===== src/rtl/busio_port_if.sv =====
// Memory-side bus of busio_port: address, read/write/lock strobes,
// write data with byte parity, read data with byte parity, and acknowledge.
interface busio_port_if;
  logic [19:0] mem_addr;
  logic        mem_rd;
  logic        mem_wr;
  logic        mem_lock;
  logic        mem_ack;
  logic [63:0] mem_wdata;
  logic [7:0]  mem_wpar;
  logic [63:0] mem_rdata;
  logic [7:0]  mem_rpar;

  // The port drives the cycle; the memory answers with ack and read data.
  modport master (
    output mem_addr, mem_rd, mem_wr, mem_lock, mem_wdata, mem_wpar,
    input  mem_ack, mem_rdata, mem_rpar
  );

  modport slave (
    input  mem_addr, mem_rd, mem_wr, mem_lock, mem_wdata, mem_wpar,
    output mem_ack, mem_rdata, mem_rpar
  );
endinterface


===== src/rtl/busio_port.sv =====
// busio_port: CPU-facing register file (ADDR, CMD, RDATA, WDATA) bridging to
// a single-outstanding memory bus with lock, timeout and optional byte parity.
// Optional feature macro: BUSIO_PARITY_EN (odd-count byte parity on mem_wpar,
// read parity checking into par_err). Without it mem_wpar=0 and par_err=0.
module busio_port #(
  parameter int TIMEOUT = 255
) (
  input  logic        clk,
  input  logic        reset,
  input  logic [1:0]  arx,
  input  logic        ecx,
  input  logic        wrx,
  input  logic        astb,
  input  logic        rd,
  input  logic        wr,
  input  logic        atomic,
  input  logic [63:0] cpu_din,
  output logic [63:0] cpu_dout,
  output logic        cpu_dout_valid,
  output logic        busy,
  output logic        err,
  output logic        par_err,
  busio_port_if.master mem
);

  typedef enum logic [1:0] {
    IDLE    = 2'd0,
    RD_WAIT = 2'd1,
    WR_WAIT = 2'd2
  } state_t;

  // Last wait-cycle index before a cycle is abandoned.
  localparam logic [7:0] TIMEOUT_LAST = 8'(TIMEOUT - 1);

  state_t      state_q, state_d;
  logic [63:0] rg_q [4];
  logic [63:0] rg_d [4];
  logic [19:0] addr_q, addr_d;
  logic [1:0]  tgt_q, tgt_d;
  logic [7:0]  cnt_q, cnt_d;
  logic [63:0] dout_q, dout_d;
  logic        dval_q, dval_d;
  logic        err_q, err_d;
  logic        mrd_q, mrd_d;
  logic        mwr_q, mwr_d;
  logic        lock_q, lock_d;
  logic [63:0] wdata_q, wdata_d;

`ifdef BUSIO_PARITY_EN
  logic [7:0]  wpar_q, wpar_d;
  logic [7:0]  rpar_calc;
  logic        perr_q, perr_d;

  // Per-byte parity: a bit is 1 when its byte holds an odd number of ones.
  for (genvar gi = 0; gi < 8; gi++) begin : g_par
    assign wpar_d[gi]    = ^wdata_d[gi*8 +: 8];
    assign rpar_calc[gi] = ^mem.mem_rdata[gi*8 +: 8];
  end
`else
  logic unused_rpar;
  assign unused_rpar = ^mem.mem_rpar;
`endif

  // Next-state: CPU decode first, then the memory-cycle progress, so that
  // returning read data overrides a same-edge register load.
  always_comb begin
    state_d = state_q;
    rg_d    = rg_q;
    addr_d  = addr_q;
    tgt_d   = tgt_q;
    cnt_d   = cnt_q;
    dout_d  = dout_q;
    dval_d  = 1'b0;
    err_d   = err_q;
    mrd_d   = mrd_q;
    mwr_d   = mwr_q;
    lock_d  = lock_q;
    wdata_d = wdata_q;
`ifdef BUSIO_PARITY_EN
    perr_d  = perr_q;
`endif

    if (ecx) begin
      if (astb) begin
        rg_d[0] = cpu_din;
        addr_d  = cpu_din[19:0];
      end else if (rd || wr) begin
        if (state_q != IDLE) begin
          err_d = 1'b1;
        end else begin
          tgt_d = arx;
          cnt_d = '0;
          if (rd) begin
            state_d = RD_WAIT;
            mrd_d   = 1'b1;
            if (atomic) lock_d = 1'b1;
          end else begin
            state_d = WR_WAIT;
            mwr_d   = 1'b1;
            wdata_d = rg_q[arx];
            if (atomic) wdata_d[55] = 1'b1;
          end
        end
      end else if (wrx) begin
        dout_d = rg_q[arx];
        dval_d = 1'b1;
      end else begin
        rg_d[arx] = cpu_din;
      end
    end

    case (state_q)
      RD_WAIT: begin
        if (mem.mem_ack) begin
          rg_d[tgt_q] = mem.mem_rdata;
          addr_d      = addr_q + 20'd1;
          state_d     = IDLE;
          mrd_d       = 1'b0;
`ifdef BUSIO_PARITY_EN
          if (rpar_calc != mem.mem_rpar) perr_d = 1'b1;
`endif
        end else if (cnt_q == TIMEOUT_LAST) begin
          state_d = IDLE;
          mrd_d   = 1'b0;
          err_d   = 1'b1;
          lock_d  = 1'b0;
        end else begin
          cnt_d = cnt_q + 8'd1;
        end
      end
      WR_WAIT: begin
        if (mem.mem_ack) begin
          addr_d  = addr_q + 20'd1;
          state_d = IDLE;
          mwr_d   = 1'b0;
          lock_d  = 1'b0;
        end else if (cnt_q == TIMEOUT_LAST) begin
          state_d = IDLE;
          mwr_d   = 1'b0;
          err_d   = 1'b1;
          lock_d  = 1'b0;
        end else begin
          cnt_d = cnt_q + 8'd1;
        end
      end
      default: ;
    endcase
  end

  // State register; reset abandons any memory cycle immediately.
  always_ff @(posedge clk) begin
    if (!reset) begin
      state_q <= IDLE;
      for (int i = 0; i < 4; i++) rg_q[i] <= '0;
      addr_q  <= '0;
      tgt_q   <= '0;
      cnt_q   <= '0;
      dout_q  <= '0;
      dval_q  <= 1'b0;
      err_q   <= 1'b0;
      mrd_q   <= 1'b0;
      mwr_q   <= 1'b0;
      lock_q  <= 1'b0;
      wdata_q <= '0;
`ifdef BUSIO_PARITY_EN
      wpar_q  <= '0;
      perr_q  <= 1'b0;
`endif
    end else begin
      state_q <= state_d;
      rg_q    <= rg_d;
      addr_q  <= addr_d;
      tgt_q   <= tgt_d;
      cnt_q   <= cnt_d;
      dout_q  <= dout_d;
      dval_q  <= dval_d;
      err_q   <= err_d;
      mrd_q   <= mrd_d;
      mwr_q   <= mwr_d;
      lock_q  <= lock_d;
      wdata_q <= wdata_d;
`ifdef BUSIO_PARITY_EN
      wpar_q  <= wpar_d;
      perr_q  <= perr_d;
`endif
    end
  end

  assign cpu_dout       = dout_q;
  assign cpu_dout_valid = dval_q;
  assign busy           = (state_q != IDLE);
  assign err            = err_q;
  assign mem.mem_addr   = addr_q;
  assign mem.mem_rd     = mrd_q;
  assign mem.mem_wr     = mwr_q;
  assign mem.mem_lock   = lock_q;
  assign mem.mem_wdata  = wdata_q;
`ifdef BUSIO_PARITY_EN
  assign mem.mem_wpar   = wpar_q;
  assign par_err        = perr_q;
`else
  assign mem.mem_wpar   = '0;
  assign par_err        = 1'b0;
`endif

endmodule


===== src/flat_wrapper.sv =====
// flat-port wrapper written by rule: the top's interface ports become plain ports
module busio_port_flat 
#(
  parameter int TIMEOUT = 255
)
  (clk, reset, arx, ecx, wrx, astb, rd, wr, atomic, cpu_din, cpu_dout, cpu_dout_valid, busy, err, par_err, mem_mem_addr, mem_mem_rd, mem_mem_wr, mem_mem_lock, mem_mem_wdata, mem_mem_wpar, mem_mem_ack, mem_mem_rdata, mem_mem_rpar);
  busio_port_if mem_i ();
  input  logic clk;
  input  logic reset;
  input  logic [1:0] arx;
  input  logic ecx;
  input  logic wrx;
  input  logic astb;
  input  logic rd;
  input  logic wr;
  input  logic atomic;
  input  logic [63:0] cpu_din;
  output logic [63:0] cpu_dout;
  output logic cpu_dout_valid;
  output logic busy;
  output logic err;
  output logic par_err;
  output wire logic [$bits(mem_i.mem_addr)-1:0] mem_mem_addr;
  output wire logic [$bits(mem_i.mem_rd)-1:0] mem_mem_rd;
  output wire logic [$bits(mem_i.mem_wr)-1:0] mem_mem_wr;
  output wire logic [$bits(mem_i.mem_lock)-1:0] mem_mem_lock;
  output wire logic [$bits(mem_i.mem_wdata)-1:0] mem_mem_wdata;
  output wire logic [$bits(mem_i.mem_wpar)-1:0] mem_mem_wpar;
  input wire logic [$bits(mem_i.mem_ack)-1:0] mem_mem_ack;
  input wire logic [$bits(mem_i.mem_rdata)-1:0] mem_mem_rdata;
  input wire logic [$bits(mem_i.mem_rpar)-1:0] mem_mem_rpar;
  assign mem_mem_addr = mem_i.mem_addr;
  assign mem_mem_rd = mem_i.mem_rd;
  assign mem_mem_wr = mem_i.mem_wr;
  assign mem_mem_lock = mem_i.mem_lock;
  assign mem_mem_wdata = mem_i.mem_wdata;
  assign mem_mem_wpar = mem_i.mem_wpar;
  assign mem_i.mem_ack = mem_mem_ack;
  assign mem_i.mem_rdata = mem_mem_rdata;
  assign mem_i.mem_rpar = mem_mem_rpar;
  busio_port #(.TIMEOUT(TIMEOUT)) u_core (.clk(clk), .reset(reset), .arx(arx), .ecx(ecx), .wrx(wrx), .astb(astb), .rd(rd), .wr(wr), .atomic(atomic), .cpu_din(cpu_din), .cpu_dout(cpu_dout), .cpu_dout_valid(cpu_dout_valid), .busy(busy), .err(err), .par_err(par_err), .mem(mem_i));
endmodule

===== config.mk =====
export PLATFORM = sky130hd
export DESIGN_NAME = busio_port_flat
export DESIGN_NICKNAME = d
export VERILOG_FILES = /design/src/rtl/busio_port_if.sv /design/src/rtl/busio_port.sv /design/src/flat_wrapper.sv
export SDC_FILE = /design/constraint.sdc
export NUM_CORES = 1
export LEC_CHECK = 0
export CAP_MARGIN = 20
export CORE_MARGIN = 5
export CORE_UTILIZATION = 40
export DETAILED_ROUTE_END_ITERATION = 8
export HOLD_SLACK_MARGIN = 0.06
export SLEW_MARGIN = 25
export SYNTH_ARGS = -nofsm -noshare
export SYNTH_HDL_FRONTEND = slang
export SYNTH_SLANG_ARGS = --single-unit

===== constraint.sdc =====
create_clock -name clk -period 2.6 [get_ports clk]
set_input_delay 0.52 -clock clk [delete_from_list [all_inputs] [get_ports clk]]
set_output_delay 0.52 -clock clk [all_outputs]
set_load 0.005 [all_outputs]

# Word-level counts from Yosys, hierarchy flattened
# Cells that the tools add are included.
# word_totals
reg_bits	421
word_cells	111
# classes
addsub	2
order_cmp	4
eq_ne	3
muxes	70
bitwise	8
n_reduce_logical	9
# op_table
op	n
$mux W256	5
$bwmux W256	2
$mux W64	5
$demux W64 S2	2
$mux W192	1
$bmux W64 S2	1
$mux W20	4
$mux W8	7
$mux W1	34
$add A20 B1 Y20 const B	1
$mux W2	8
$add A8 B1 Y8 const B	1
$eq A8 B8 Y1 const B	1
$reduce_and A4 Y1	2
$ge A3 B3 Y1 const B	2
$lt A3 B1 Y1 const B	2
$not A1 Y1	6
$not A2 Y3	2
$reduce_and A5 Y1	1
$reduce_or A4 Y1	1
$eq A2 B1 Y1 const B	1
$eq A2 B2 Y1 const B	1
$logic_and A1 B1 Y1	2
$pmux W1 S2	1
3 further kinds	3

# Logic depth before layout (Yosys ltp)
# Gate-level depths: netlist (run 1).
# logic_depth
word_depth	13
depth_mapped	8

# Worst setup path after synthesis (run 1)
# Ideal clock, no wire load.
# synth_timing
kind	input to register
startpoint	input arx[1]
endpoint	register u_core.dout_q[42] (netlist: u_core.cpu_dout[42])
setup_ns	0.132
arrival_ns	1.678
t_required_ns	2.468
path_slack_ns	0.789
stages	6
path_buffers	3
path_cell_list	buf_2 buf_2 clkbuf_1 mux4_2 nand2_1 a21oi_1
# synth_between
elab_chain_len	4
# synth_lines
item	line	text
start, declared	flat_wrapper.sv:10	input logic [1:0] arx;
$not A2 Y3 (not written as such)	busio_port.sv:105	dout_d = rg_q[arx];
$bmux W64 S2	busio_port.sv:105	
$mux W64 (not written as such) (2 in a row)	busio_port.sv:105	
end signal, assigned	busio_port.sv:175	dout_q <= dout_d;
end, declared	busio_port.sv:41	logic [63:0] dout_q, dout_d;
# Every way passes these cells. The select of a mux whose other input is x is not followed.
# A chain may end at the register's enable or synchronous reset.

# Worst setup path in the final report (run 1)
# layout_timing
startpoint	register u_core.state_q[0]
endpoint	output busy
# layout_between
elab_chain_len	1
# layout_lines
item	line	text
start, declared	busio_port.sv:35	state_t state_q, state_d;
start signal, assigned	busio_port.sv:170	state_q <= state_d;
$reduce_bool A2 Y1	busio_port.sv:191	assign busy = (state_q != IDLE);
end, declared	flat_wrapper.sv:20	output logic busy;
# Every way passes these cells.

==> results.env, run 1 <==
CLKLATENCYLATEPIN_NS=0.59
CTS.REPAIR.RESIZED=0
ANTENNA_FOUND_INITIAL=13
REG2REG_FROM='u_core.state_q[0]'
ROUTEDWLPERCELL_MICRONS=21.05
DESIGN.CORE.AREA_SQ_UM=47450
REGISTER_AREA_SHARE_AFTER_SYNTHESIS_PCT=44.23
NNETSFINAL=2624
CRIT_PATH_FREQUENT_CELL='sky130_fd_sc_hd__inv_1'
POST_SYNTHESIS_COMPOUND_GATE_AREA_FRACTION_PCT=23.64
CLOCK-ROOT-BUFFER='sky130_fd_sc_hd__clkbuf_16'
CTS.SINK_COUNT=421
CLOCKBUFFERDEPTH=3
TIMING.CRITICAL_PATH.REQUIRED_NS=2.08
YS.FLOP_TYPE='sky130_fd_sc_hd__dfxtp_1'
SYNTHXORXNORAREAFRAC_PCT=0
SYNTH.DISTINCT_CELLS=57
TIMING.CRITICAL_PATH.SLOWEST_CELL_DELAY_NS=0.53
TIMING.HOLD.WORST.CLASS='input pin to flop'
CP-START-KIND='flop'
CP_CELL_SEQUENCE='inv_1, ha_1, inv_1, clkdlybuf4s50_1'
POSTLAYOUTCOREUTIL_PCT=51.30
FP.DIEH_MICRONS=228.3
LARGEST_NET_DEGREE_AT_THE_START_OF_GLOBAL_ROUTING=93
SYN_TO_FINAL_GROWTH_PCT=27.73
PLACED_AREA_SQ_UM=22780
CLK_PIN_SLEW_WORST_PATHS_NS=0.06
SYNTH-EDFF-COUNT=0
WORST_PATH_MAX_DELAY_CELL='sky130_fd_sc_hd__clkdlybuf4s50_1'
MET2_USAGE_PCT=40.95
VIAS_PER_CELL=5.786
RUN_STATUS='finished, final reports clean'
P_LEAK_nW=8.356
POST_SYNTHESIS_INSTANCE_AREA_SQ_UM=19050
TIMING.CRITICAL_PATH.ARRIVAL_NS=1.93
LARGEST_FAMILY_OF_LOGIC_CELLS_BY_SYNTHESIZED_AREA='compound AO/OA/AOI/OAI gates'
GRT.MET1_USAGE_PCT=30.94
TIGHTEST_SLEW_NS=0.6646
MAX_CLOCK_FREQ_MHz=408.6
SETUP_VIOL_COUNT_FINAL=0
H_TREE_DEPTH=2
SYNTH-WARNING-COUNT=0
YOSYS_REGISTER_BITS=421
SYNTHMUXAREASHARE_PCT=11.04
NUMCTSBUFFERS=48
SYN-INSTANCE-COUNT=2276
GRTUSAGETOTAL_PCT=24.09
SETUP.WORST_PATH.CLASS='flop to primary output'
GRT_FIRST_PASS_WIRELENGTH_MICRONS=101900
DRV_CAP=0
CTSHOLDBUFFERS=0
DRT_FIRST_PASS_ITERS=5
WORST_CLOCK_SKEW_NS=0.01895
POST_CTS_BUFFERS=0
ASYNCSETRESETFLOPFRACSYNTH_PCT=0
POSTROUTEANTENNANETS=0
PLACEMENT.IO_BUFFERS=292
TIMING.CRITICAL_PATH.TO_TYPE='primary output'
POWER.DENSITY_nW_PER_UM2=601.5
TNS_NS=0
SYNTH_SIMPLE_GATE_AREA_SHARE_PCT=15.23
TRITONCTS_CLOCK_TREE='done'
FINAL_HOLD_VIOL_COUNT=0
GLOBALPLACE.CONGESTION=0.8278
CRIT_START='u_core.state_q[0]'
TIMING_MAX_TRANSITION_VIOLATIONS_FINAL=0
POSTROUTEWIRELENGTH_MICRONS=65900
CRIT_FANOUT=4
GLOBALROUTE.TOTALOVERFLOW=0
ROUTE.VIAS.TOTAL=18120
MET3_USAGE_PCT=4.663
LAYOUT-DRIVE-GT1-SHARE_PCT=9.254
POST-ROUTE-CELL-AREA_SQ_UM=24340
DESIGN.DIE.AREA_SQ_UM=52100
DRT_DRC_VIOLATIONS_LEFT=0
PLACEMENTROWS=80
MAX_SLEW_MARGIN_PCT=55.53
FIRST_GLOBAL_VIAS=17510
GRT_SETUP_UNREPAIRED='no'
DRT_ITER0_MARKERS=1498
GRT-BUSIEST-LAYER='met2'
IOS=310
INITIAL_CORE_UTIL_PCT=40.16
FINAL_MIN_PERIOD_OVER_CLOCK_PERIOD_PCT=94.13
AVGSYNTHCELLAREA_SQ_UM=8.372
POWER.IR.VDD_WORST_mV=0.4532
SYNTH_FA_HA_AREA_SHARE_PCT=0.3940
LAYOUT_MIN_CYCLE_TIME_NS=2.447
DIE-WIDTH_MICRONS=228.3
WORST_MIN_PATH_START='arx[1]'
PLACE_HPWL_MICRONS=41520
==> cells by family (layout without fill, tap and decap cells) <==
family | after synthesis | in the layout
AO/OA/AOI/OAI | 778 | 778
adder cells (fa/ha/maj) | 6 | 6
buffers and inverters | 233 | 456
flip-flops | 421 | 421
multiplexers | 130 | 130
other | 1 | 18
AND/OR/NAND/NOR | 707 | 707
==> registers in the layout, summed over array words and instances (netlist names) <==
register and flops:
u_core.cpu_dout_valid 1, u_core.mem.mem_wdata 64, u_core.mem.mem_addr 20, u_core.mem.mem_wr 1, u_core.cpu_dout 64, u_core.rg_q 256, u_core.mem.mem_rd 1, u_core.state_q 2
u_core.mem.mem_lock 1, u_core.err 1, u_core.tgt_q 2, u_core.cnt_q 8
==> power by group <==
part           total (W)  internal (W)  switching [W]
combinational    0.00134      0.000606       0.000732
sequential       0.00668       0.00659      0.0000941
clock            0.00662       0.00385        0.00277
total             0.0146        0.0110        0.00360
==> path summary, 6_finish.rpt <==
| check | to | slack [ns] | depth (start not counted) |
|---|---|---|---|
| worst max register to register | u_core.mem.mem_addr[10] | 0.36 | 7 |
| worst max-delay path | busy | 0.15 | 4 |
| worst min register to register | u_core.cpu_dout[23] | 0.45 | 2 |
| worst min-delay path | u_core.tgt_q[1] | 0.29 | 3 |
==> placed cells by master, fill, tap and decap left out, types with 6 or more instances in the layout <==
cell type                         instances
sky130_fd_sc_hd__a21oi_1                205
sky130_fd_sc_hd__buf_4                   36
sky130_fd_sc_hd__dfxtp_1                421
sky130_fd_sc_hd__mux2i_1                 65
sky130_fd_sc_hd__clkinv_2                10
sky130_fd_sc_hd__o211ai_1                 7
sky130_fd_sc_hd__o21ai_0                267
sky130_fd_sc_hd__nand2_1                547
sky130_fd_sc_hd__clkbuf_16               49
sky130_fd_sc_hd__nor2_1                  77
sky130_fd_sc_hd__clkdlybuf4s50_1        288
sky130_fd_sc_hd__diode_2                  9
sky130_fd_sc_hd__nand4_1                 10
sky130_fd_sc_hd__ha_1                     6
sky130_fd_sc_hd__conb_1                   9
sky130_fd_sc_hd__and3_1                   7
sky130_fd_sc_hd__nor3_1                   6
sky130_fd_sc_hd__mux4_2                  64
sky130_fd_sc_hd__a31oi_1                140
sky130_fd_sc_hd__inv_1                    8
sky130_fd_sc_hd__clkbuf_1                10
sky130_fd_sc_hd__clkbuf_8                14
sky130_fd_sc_hd__a211oi_1               133
sky130_fd_sc_hd__nand3_1                 12
sky130_fd_sc_hd__buf_12                  35
sky130_fd_sc_hd__or3_1                    9
==> per-stage QoR <==
stage | power, W | setup slack [ns] | hold WS [ns] | cells
2_1_floorplan | 0.007482 | 0.7895 | 0.4451 | 2284
3_3_place_gp | 0.008120 | 0.1553 | 0.4415 | 3036
3_5_place_dp | 0.008153 | 0.1605 | 0.4461 | 3036
4_1_cts | 0.01480 | 0.1225 | 0.2585 | 3122
5_1_grt | 0.01519 | 0.04706 | 0.2900 | 3125
6_report | 0.01464 | 0.1525 | 0.2887 | 3131
==> cell usage after synthesis (11+ instances only) <==
cell type / number / area, sq um
sky130_fd_sc_hd__a31oi_1: 140 / 875.8
sky130_fd_sc_hd__nor2_1: 78 / 292.8
sky130_fd_sc_hd__buf_1: 11 / 41.29
sky130_fd_sc_hd__buf_2: 58 / 290.3
sky130_fd_sc_hd__a21oi_1: 205 / 1026
sky130_fd_sc_hd__a211oi_1: 133 / 998.5
sky130_fd_sc_hd__o21ai_0: 267 / 1336
sky130_fd_sc_hd__mux2i_1: 65 / 650.6
sky130_fd_sc_hd__dfxtp_1: 421 / 8428
sky130_fd_sc_hd__mux4_2: 64 / 1441
sky130_fd_sc_hd__buf_4: 22 / 165.2
sky130_fd_sc_hd__nand2_1: 547 / 2053
sky130_fd_sc_hd__clkbuf_1: 132 / 495.5
sky130_fd_sc_hd__nand3_1: 13 / 65.06
==> area by class of cell <==
type                       count  area, sq um
clock inverter                13        75.07
inverter                       9        38.79
fill                        4475        23110
clock buffer                  73         1456
timing repair buffer         361         3876
sequential                   421         8428
multi-input combinational   1630         9672
tap                          615        769.5
antenna                        9        22.52
==> critical path, delay by kind of cell (launching register included) <==
| family | cells | cell delay, ns |
|---|---|---|
| fa+ha+maj | 1 | 0.24 |
| flops | 1 | 0.36 |
| buf+inv | 3 | 0.74 |
==> layer usage <==
metal  vias up  share of wire [%]
met5         -               0.14
li1       8557                  -
met3       122                6.4
met4        14                2.4
met1      8826                 42
met2       598                 49
Power figures use the tool's default switching activity.
==> inputs of run 2 (changes only) <==
--- a/config.mk
+++ b/config.mk
@@ -5,9 +5,11 @@
 export SDC_FILE = /design/constraint.sdc
 export NUM_CORES = 1
 export LEC_CHECK = 0
+export ABC_CLOCK_PERIOD_IN_PS = 2660
 export CAP_MARGIN = 20
 export CORE_MARGIN = 5
 export CORE_UTILIZATION = 40
+export CTS_BUF_LIST = sky130_fd_sc_hd__clkbuf_16
 export DETAILED_ROUTE_END_ITERATION = 8
 export HOLD_SLACK_MARGIN = 0.06
 export SLEW_MARGIN = 25
==> constraint.sdc (replaced) <==
create_clock -name clk -period 2.66 [get_ports clk]
set_input_delay 0.532 -clock clk [delete_from_list [all_inputs] [get_ports clk]]
set_output_delay 0.532 -clock clk [all_outputs]
set_load 0.005 [all_outputs]
==> run 2 against run 1 <==
Core utilization down 0.26 points. First-iteration DRC count decreased by 0.67%. Clock skew decreased by 0.0095 ns. Flip-flop and latch count unchanged. Die area did not move. Final cell count shrank 0.22%. Combinational power down 4%.
==> results.env, run 2 (synthesis gave the netlist of run 1 again) <==
P_LEAK_nW=8.336
DRT_ITER0_MARKERS=1488
CTS.REPAIR.RESIZED=0
WORST_MIN_PATH_START='arx[1]'
TIMING.CRITICAL_PATH.TO_TYPE='primary output'
MAX_FLOP_REGISTER='u_core.rg_q'
GRT-BUSIEST-LAYER='met2'
DRV_CAP=0
CLKLATENCYLATEPIN_NS=0.58
GLOBALPLACE.CONGESTION=0.8168
CLOCK-ROOT-BUFFER='sky130_fd_sc_hd__clkbuf_16'
CLK_PIN_SLEW_WORST_PATHS_NS=0.06
ROUTE.VIAS.TOTAL=17850
SWITCHING_SHARE_PCT=24.49
CLOCKBUFFERDEPTH=3
MOSTFREQUENTLAYOUTCELLS='547 x sky130_fd_sc_hd__nand2_1, 421 x sky130_fd_sc_hd__dfxtp_1, 288 x sky130_fd_sc_hd__clkdlybuf4s50_1'
TIGHTEST_SLEW_NS=0.6918
PLACE_HPWL_MICRONS=41010
FP.DIEH_MICRONS=228.3
SWITCHINGPOWER_W=0.003448
PLACEMENTROWS=80
POWER.TOTAL_W=0.01408
GRT_FIRST_PASS_WIRELENGTH_MICRONS=101300
MET3_USAGE_PCT=5.422
POSTROUTEWIRELENGTH_MICRONS=64800
TIMING.CRITICAL_PATH.SLOWEST_CELL_DELAY_NS=0.52
NNETSFINAL=2618
DIE-WIDTH_MICRONS=228.3
TIMING.CRITICAL_PATH.REQUIRED_NS=2.13
POWER.DENSITY_nW_PER_UM2=581.4
ANTENNA_FOUND_INITIAL=16
DESIGN.DIE.AREA_SQ_UM=52100
CP_CELL_SEQUENCE='inv_1, ha_1, inv_1, clkdlybuf4s50_1'
POSTROUTEANTENNANETS=0
WORSTREGTOREGCELLS=7
IOS=310
MET2_USAGE_PCT=40.16
POWER.CLOCK.FRACTION_PCT=44.4
PLACEMENT.IO_BUFFERS=292
SEQ_POWER_SHARE_PCT=46.4
INITIAL_CORE_UTIL_PCT=40.16
DRT_DRC_VIOLATIONS_LEFT=0
TIMING.CRITICAL_PATH.ARRIVAL_NS=1.90
LARGEST_NET_DEGREE_AT_THE_START_OF_GLOBAL_ROUTING=86
SETUP.WORST_PATH.CLASS='flop to primary output'
LARGEST_REG_FLOPS=256
TNS_NS=0
DRT_FIRST_PASS_ITERS=5
TIMING.HOLD.WS_NS=0.3368
FIRST_GLOBAL_VIAS=17600
REG2REG_FROM='u_core.state_q[0]'
SYN_TO_FINAL_GROWTH_PCT=27.07
CTS.SINK_COUNT=421
FILL_CELLS=4493
WORST_PATH_MAX_DELAY_CELL='sky130_fd_sc_hd__clkdlybuf4s50_1'
GRTUSAGETOTAL_PCT=23.92
H_TREE_DEPTH=2
TRITONCTS_CLOCK_TREE='done'
WORST_HOLD_PATH.NUM_CELLS=3
GRT.MET1_USAGE_PCT=30.32
DESIGN.CORE.AREA_SQ_UM=47450
CP-START-KIND='flop'
CRIT_PATH_FREQUENT_CELL='sky130_fd_sc_hd__inv_1'
FINAL_MIN_PERIOD_OVER_CLOCK_PERIOD_PCT=91.56
ROUTEDWLPERCELL_MICRONS=20.74
CRIT_FANOUT=4
CELL_INTERNAL_PWR_W=0.01063
CRIT_START='u_core.state_q[0]'
RUN_STATUS='finished, final reports clean'
GRT_SETUP_UNREPAIRED='no'
TIMING.HOLD.WORST.CLASS='input pin to flop'
MAX_CLOCK_FREQ_MHz=410.6
LAYOUT-DRIVE-GT1-SHARE_PCT=8.600
MAX_SLEW_MARGIN_PCT=53.71
SETUP_VIOL_COUNT_FINAL=0
POWER.IR.VDD_WORST_mV=0.3852
WORST_CLOCK_SKEW_NS=0.009483
LAYOUT.CELLS.MOST_COMMON='sky130_fd_sc_hd__nand2_1'
GLOBALROUTE.TOTALOVERFLOW=0
COMB_POWER_SHARE_PCT=9.2
VIAS_PER_CELL=5.714
NUMCTSBUFFERS=48
FINAL_HOLD_VIOL_COUNT=0
LAYOUT_MIN_CYCLE_TIME_NS=2.436
TIMING_MAX_TRANSITION_VIOLATIONS_FINAL=0
POST_CTS_BUFFERS=0
CTSHOLDBUFFERS=0
-- run 2: changes by cell type in the layout (fill, tap and decap cells not counted), sizes merged --
cell / before / now
clkinvlp: 1 / 0
buf: 73 / 67
clkbuf: 73 / 49
clkinv: 10 / 21
inv: 11 / 21
bufinv: 0 / 3
-- run 2: worst max-delay path, delay by kind of cell, from the launching register on --
family | cells | cell delay [ns]
flops | 1 | 0.36
buf+inv | 3 | 0.72
fa+ha+maj | 1 | 0.24
-- run 2: path summary, 6_finish.rpt --
kind                            slack (ns)                       to
worst min-delay path                  0.34          u_core.tgt_q[1]
worst max-delay path                  0.22                     busy
worst min register to register        0.45      u_core.cpu_dout[28]
worst max register to register        0.42  u_core.mem.mem_addr[10]
-- run 2: cell type report --
type	count	area, sq um	share of cell area [%]
multi-input cells	1630	9672	39.94
well taps	615	769.5	3.178
inverters	9	38.79	0.1602
clock buffers	49	1226	5.064
clock inverters	36	237.7	0.9818
repair buffers	355	3819	15.77
diodes	9	22.52	0.09301
flip-flops and latches	421	8428	34.81
-- run 2: stage by stage --
| step | instances | setup WS [ns] | cell area [sq um] | utilization, % |
|---|---|---|---|---|
| global route | 3121 | 0.1502 | 24210 | 51.02 |
| floorplan | 2284 | 0.8375 | 19080 | - |
| finish | 3124 | 0.2245 | 24210 | 51.03 |
| global placement | 3030 | 0.1426 | 22730 | 47.90 |
| detailed placement | 3030 | 0.08383 | 22730 | 47.90 |
| CTS | 3115 | 0.1851 | 24190 | 50.99 |
-- run 2: routing by layer --
layer	vias to the layer above	wire length [microns]
met5	-	90
met4	14	1996
met3	134	4763
met2	621	31040
met1	8546	26910
li1	8537	-
-- run 2: power by group through the flow --
stage,clock network [W],registers (W),logic [W]
floorplan,0,0.00664,0.000672
global placement,0,0.00666,0.00126
detailed placement,0,0.00667,0.00128
CTS,0.00641,0.00653,0.00129
global route,0.00665,0.00655,0.00140
finish,0.00625,0.00653,0.00129
